**src/rtl/stage_to_out.sv**
```systemverilog
// stage_to_out: drains a completed FFT stage memory one sample per clock, pairing each with its mstore metadata.
// Define STAGE_TO_OUT_BITREV_EN to read the stage memory in bit-reversed address order.
module stage_to_out #(
    parameter int N      = 8,
    parameter int LOG_N  = 3,
    parameter int WIDTH  = 32,
    parameter int MWIDTH = 1
) (
    input  logic              clk,
    input  logic              rst_n,
    input  logic              start,
    output logic [LOG_N-1:0]  out_addr,
    output logic              out_rd,
    input  logic [WIDTH-1:0]  in_data,
    input  logic              in_mfull,
    input  logic [MWIDTH-1:0] in_m,
    output logic              m_delete,
    output logic              out_nd,
    output logic [WIDTH-1:0]  out_data,
    output logic [MWIDTH-1:0] out_m,
    output logic              finished,
    output logic              error
);
    typedef enum logic {IDLE, DRAIN} state_t;
    localparam logic [LOG_N-1:0] LAST_ADDR = LOG_N'(N - 1);
    state_t              state_q;
    logic [LOG_N-1:0]    addr_q;
    logic                rd_q;
    logic                last_q;
    logic                error_q;
    logic [MWIDTH-1:0]   m_q;
    logic                issue;
    // A start seen while draining steals the cycle, so no read is issued then.
    assign issue = (state_q == DRAIN) && in_mfull && !start;
`ifdef STAGE_TO_OUT_BITREV_EN
    for (genvar i = 0; i < LOG_N; i++) begin : g_rev
        assign out_addr[i] = addr_q[LOG_N-1-i];
    end
`else
    assign out_addr = addr_q;
`endif
    assign out_rd   = issue;
    assign m_delete = issue;
    assign out_nd   = rd_q;
    assign out_data = in_data;
    assign out_m    = m_q;
    assign finished = last_q;
    assign error    = error_q;
    always_ff @(posedge clk) begin
        if (!rst_n) begin
            state_q <= IDLE;
            addr_q  <= '0;
            rd_q    <= 1'b0;
            last_q  <= 1'b0;
            error_q <= 1'b0;
        end else begin
            rd_q   <= issue;
            last_q <= issue && (addr_q == LAST_ADDR);
            if (start && state_q == DRAIN)
                error_q <= 1'b1;
            if (state_q == IDLE && start) begin
                state_q <= DRAIN;
                addr_q  <= '0;
            end else if (issue) begin
                if (addr_q == LAST_ADDR)
                    state_q <= IDLE;
                else
                    addr_q <= addr_q + 1'b1;
            end
        end
    end
    always_ff @(posedge clk) begin
        if (issue)
            m_q <= in_m;
    end
endmodule

```
**config.mk**
```make
export PLATFORM = sky130hd
export DESIGN_NAME = stage_to_out
export DESIGN_NICKNAME = d
export VERILOG_FILES = /design/src/rtl/stage_to_out.sv
export SDC_FILE = /design/constraint.sdc
export NUM_CORES = 1
export LEC_CHECK = 0
export BUFFER_PORTS_ARGS = -buffer_cell sky130_fd_sc_hd__buf_2
export CAP_MARGIN = 0
export CORE_MARGIN = 10
export CORE_UTILIZATION = 29
export DETAILED_ROUTE_END_ITERATION = 10
export PLACE_DENSITY = 0.82
export SYNTH_ARGS = -nofsm -noshare
export SYNTH_HDL_FRONTEND = slang
export SYNTH_SLANG_ARGS = --single-unit
```
**constraint.sdc**
```tcl
create_clock -name clk -period 1.8 [get_ports clk]
set_input_delay 0.09 -clock clk [delete_from_list [all_inputs] [get_ports clk]]
set_output_delay 0.09 -clock clk [all_outputs]
set_load 0.02 [all_outputs]
```
; After elaboration in Yosys (flattened, before gate mapping)
; Cells that the tools add are included.
[word_totals]
reg_bits = 8
latch_bits = 0
mem_bits_rw = 0
romBits = 0
inputBits = 37
out_inout_bits = 41
word_cells = 25
memories = 0
[op_classes]
addsub = 1
n_mul = 0
div = 0
order_cmp = 0
eq_ne = 1
shift = 0
muxes = 3
n_bitwise = 3
reduce_logical = 11
[ops]
columns = op, n
row1 = $logic_and A1 B1 Y1, 5
row2 = $reduce_and A2 Y1, 2
row3 = $reduce_bool A2 Y1, 2
row4 = $add A3 B1 Y3 const B, 1
row5 = $eq A3 B3 Y1 const B, 1
row6 = $mux W1, 3
row7 = $not A1 Y1, 3
row8 = $reduce_or A2 Y1, 1
row9 = $logic_not A1 Y1, 1

; Logic depth before layout (Yosys ltp)
[depth]
ltp_word = 4
depth_mapped = 5
ltp_nobuf = 5

; Least setup slack after synthesis
; OpenSTA, ideal clock, no wires.
[synth_path]
kind = register to register
start = reg addr_q[0] (netlist: out_addr[0])
end = reg addr_q[1] (netlist: out_addr[1])
setup_ns = 0.126
t_arrival_ns = 1.352
required_time_ns = 1.674
setup_slack_ns = 0.322
path_stages_with_launch = 6
n_path_buf = 0
synth_period_minus_slack_ns = 1.478
path_cell_list = dfxtp_1 -> ha_1 -> ha_1 -> and4bb_4 -> mux2i_1 -> nor2_1
[synth_via]
elab_chain_len = 3
word_cells_on_any_way = 4
cone_classes = add/sub: 1 / eq/ne: 1 / bitwise: 1 / reduce/logical: 1
[synth_lines]
columns = element, line_no
row1 = "start, declared", 27  ; logic [LOG_N-1:0] addr_q;
row2 = "start signal, assigned", 68  ; addr_q <= addr_q + 1'b1;
row3 = branches (longest 3 deep; another with $add A3 B1 Y3), --
; Several ways; the timed one is not identified.
; A chain may end at the register's enable or synchronous reset.

; Worst setup path after layout
; Ends and elaborated chain as after synthesis.

==> flow_summary.yaml <==
die:
  coreArea_mm2: 0.001764
  start_util_pct: 31.42
  dieArea_mm2: 0.004060
  ios: 78
  num_rows: 15
  die-height_um: 63.72
  die_width_um: 63.72
power:
  p_leak_nw: 0.2114
  powerDensity_mw_per_mm2: 839.7
  swShare_pct: 22.78
  p_seq_share_pct: 51.3
  p_int_w: 0.0002848
  p_switching_w: 0.00008400
  irDropWorstVdd_uv: 267.0
  clkPwrFrac_pct: 40.1
  combPwrFrac_pct: 8.6
logic_synthesis:
  synth_area_um2: 554.3
  synth_cell_types: 16
  syn_avg_cell_area_um2: 9.238
  synthTopCellsByArea: "buf_4 (45%), dfxtp_1 (25%), edfxtp_1 (5.4%), ha_1 (4.5%), mux2i_1 (3.6%)"
  yosysTopAreaCellShare_pct: 44.70
  synth-seq-cells: 8
  synth_warnings: 0
  syn_inst: 60
  yosysSeqAreaShare_pct: 30.70
  yosysTopAreaCell: "buf_4"
  synth_fp_nets: 99
final_layout:
  final_util_pct: 24.89
  drive_gt1_share_pct: 40.00
  filler_cell_count: 203
  syn2layout_area_growth_pct: -20.77
  n_antenna_cell: 0
  nNetsFinal: 85
placed_design:
  dp_slack_ns: 0.3347
  hpwl_um: 673.4
  port_buffers: 13
  routabilityCongestion: 0.7321
grt:
  grt_pass1_wl_um: 1297
  grt_pass1_vias: 282
  antenna_found_initial: 0
  grt_max_degree: 6
  grt_usage_pct: 4.214
  grt_overflow: 0
critical_path:
  cp-start-kind: "flip-flop"
  reg2regPathDepth: 5
  endpoint_kind: "flip-flop"
  cp_top_family: "simple AND/OR/NAND/NOR gates"
  path_depth: 5
  worst-path-buf-inv: 0
  crit_slowest_cell: "and4bb_4"
  crit_path_frequent_cell: "ha_1"
  path_max_fanout: 3
  crit_end: "out_addr[1]$_SDFFE_PP0P_"
  cp.required_ns: 1.93
  critical_path_class: "reg2reg"
  path_cells: "ha_1, ha_1, and4bb_4, mux2i_1, nor2_1"
  startpoint: "out_addr[0]$_SDFFE_PP0P_"
  cp.arrival_ns: 1.61
  max_stage_delay_ns: 0.37
  r2r_end: "out_addr[1]$_SDFFE_PP0P_"
  r2r_start: "out_addr[0]$_SDFFE_PP0P_"
  r2r_slack_ns: 0.31
sta:
  tightest_slew_ns: 0.3597
  fmaxAchievable_ghz: 0.6730
  period_share_pct: 82.55
  fin_setup_tns_ns: 0
  drv_slew: 0
  clock_skew_ns: 0.007906
  setup_ws_ns: 0.3141
  setup_viol: 0
  fin_crit_ns: 1.486
  rsz0062_at_grt: "no"
  hold_viol: 0
  relSlewSlack_pct: 75.77
routing:
  vias: 292
  drc: 0
  via_per_inst: 4.171
  wl_per_cell_um: 12.37
  ant_nets: 0
  drt_iter0_markers: 12
  drt-total-wl_um: 866
  first_pass_iters: 2
clocking:
  cts-root-buf: "clkbuf_4"
  numClockSinks: 8
  cts_setup_buffers: 0
  path_clk_slew_ns: 0.06
  numCtsBuffers: 3
  cts_tree: "done"
  clk_latency_ns: 0.26
  cts_max_path_buffers: 2
  cts_max_level: 1
status:
  status: "finished, final reports clean"
run:
  maxCapViolCount: 0
min_path:
  hold_class: "in2reg"
==> state kept, by name, indices dropped and copies added, names as in the netlist <==
name      flops
finished      1
state_q       1
out_m         1
out_nd        1
error         1
out_addr      3
==> cells by family after synthesis <==
group	count (synthesis)	synth area share (%)
muxes	2	3.612
xor gates and xnor gates	1	1.580
AOI/OAI and AO/OA	3	2.708
and+or+nand+nor	10	11.51
DFF	8	30.70
adders and majority gates	2	4.514
buffers and inverters	34	45.37
==> worst reg2reg max path: stages (launching register included) <==
cell      delay, ns
dfxtp_1        0.34
ha_1           0.21
ha_1           0.20
and4bb_4       0.37
mux2i_1        0.20
nor2_1         0.05
==> layout make-up <==
cell class | instances | area [µm²] | area share (%)
Tap cell | 25 | 31.28 | 7.123
Clock buffer | 4 | 26.28 | 5.983
Timing Repair Buffer | 14 | 75.07 | 17.09
Sequential cell | 8 | 170.2 | 38.75
Multi-Input combinational cell | 18 | 132.6 | 30.20
Inverter | 1 | 3.754 | 0.8547
==> synthesized netlist by cell type, drive strengths merged <==
cell type,n
nor2,3
nand2,1
a21oi,2
edfxtp,1
and3,2
buf,33
mux2i,2
and2,1
nor2b,2
and4bb,1
dfxtp,7
xnor2,1
o21ai,1
inv,1
ha,2
==> layout by cell type (no fill, tap or decap), drive strengths merged <==
cell,instances
edfxtp,1
nor2b,2
buf,13
and4bb,1
inv,1
nor2,3
dfxtp,7
dlygate4sd3,1
ha,2
xnor2,1
a21oi,2
and3,2
clkbuf,4
mux2i,2
and2,1
o21ai,1
nand2,1
==> what timing repair did <==
action	in CTS	in global routing
endpoints found under the hold margin	0	1
resized for setup	0	0
hold buffers	0	1
==> how the worst min path moves through the flow <==
stage / end / startpoint / depth (start not counted)
4_1_cts: out_m$_DFFE_PP_ / in_m / 1
3_3_place_gp: out_data[0] / in_data[0] / 0
3_5_place_dp: out_data[0] / in_data[0] / 0
5_1_grt: error$_SDFFE_PN0P_ / rst_n / 2
2_1_floorplan: out_m$_DFFE_PP_ / in_m / 0
6_report: out_nd$_SDFF_PN0_ / rst_n / 2
==> per-stage QoR <==
stage	area [µm²]	hold slack [ns]	total power, W	cells
detailed placement	402.9	0.1801	0.0002230	65
global route	439.2	0.08055	0.0003911	70
floorplan	554.3	0.1889	0.0003144	60
finish	439.2	0.08483	0.0003688	70
global placement	402.9	0.1801	0.0002217	65
CTS	429.2	0.001777	0.0003740	69
==> power groups by stage <==
stage | Sequential (W) | Clock, W | Combinational, W
final | 0.000189 | 0.000148 | 0.0000317
after floorplan | 0.000196 | 0 | 0.000118
after detailed placement | 0.000193 | 0 | 0.0000301
after CTS | 0.000189 | 0.000154 | 0.0000305
after global routing | 0.000189 | 0.000167 | 0.0000345
after global placement | 0.000192 | 0 | 0.0000293
==> layer usage <==
metal / track usage [%] / wire length [µm] / part of all wire, % / up-vias
li1: - / - / - / 129
met1: 3.543 / 325 / 38 / 141
met2: 5.402 / 340 / 39 / 20
met3: 6.184 / 196 / 23 / 2
met4: 1.366 / 4 / 0.46 / 0
met5: 0 / 0 / 0 / -
No activity file was read; power rests on OpenSTA's default activity.
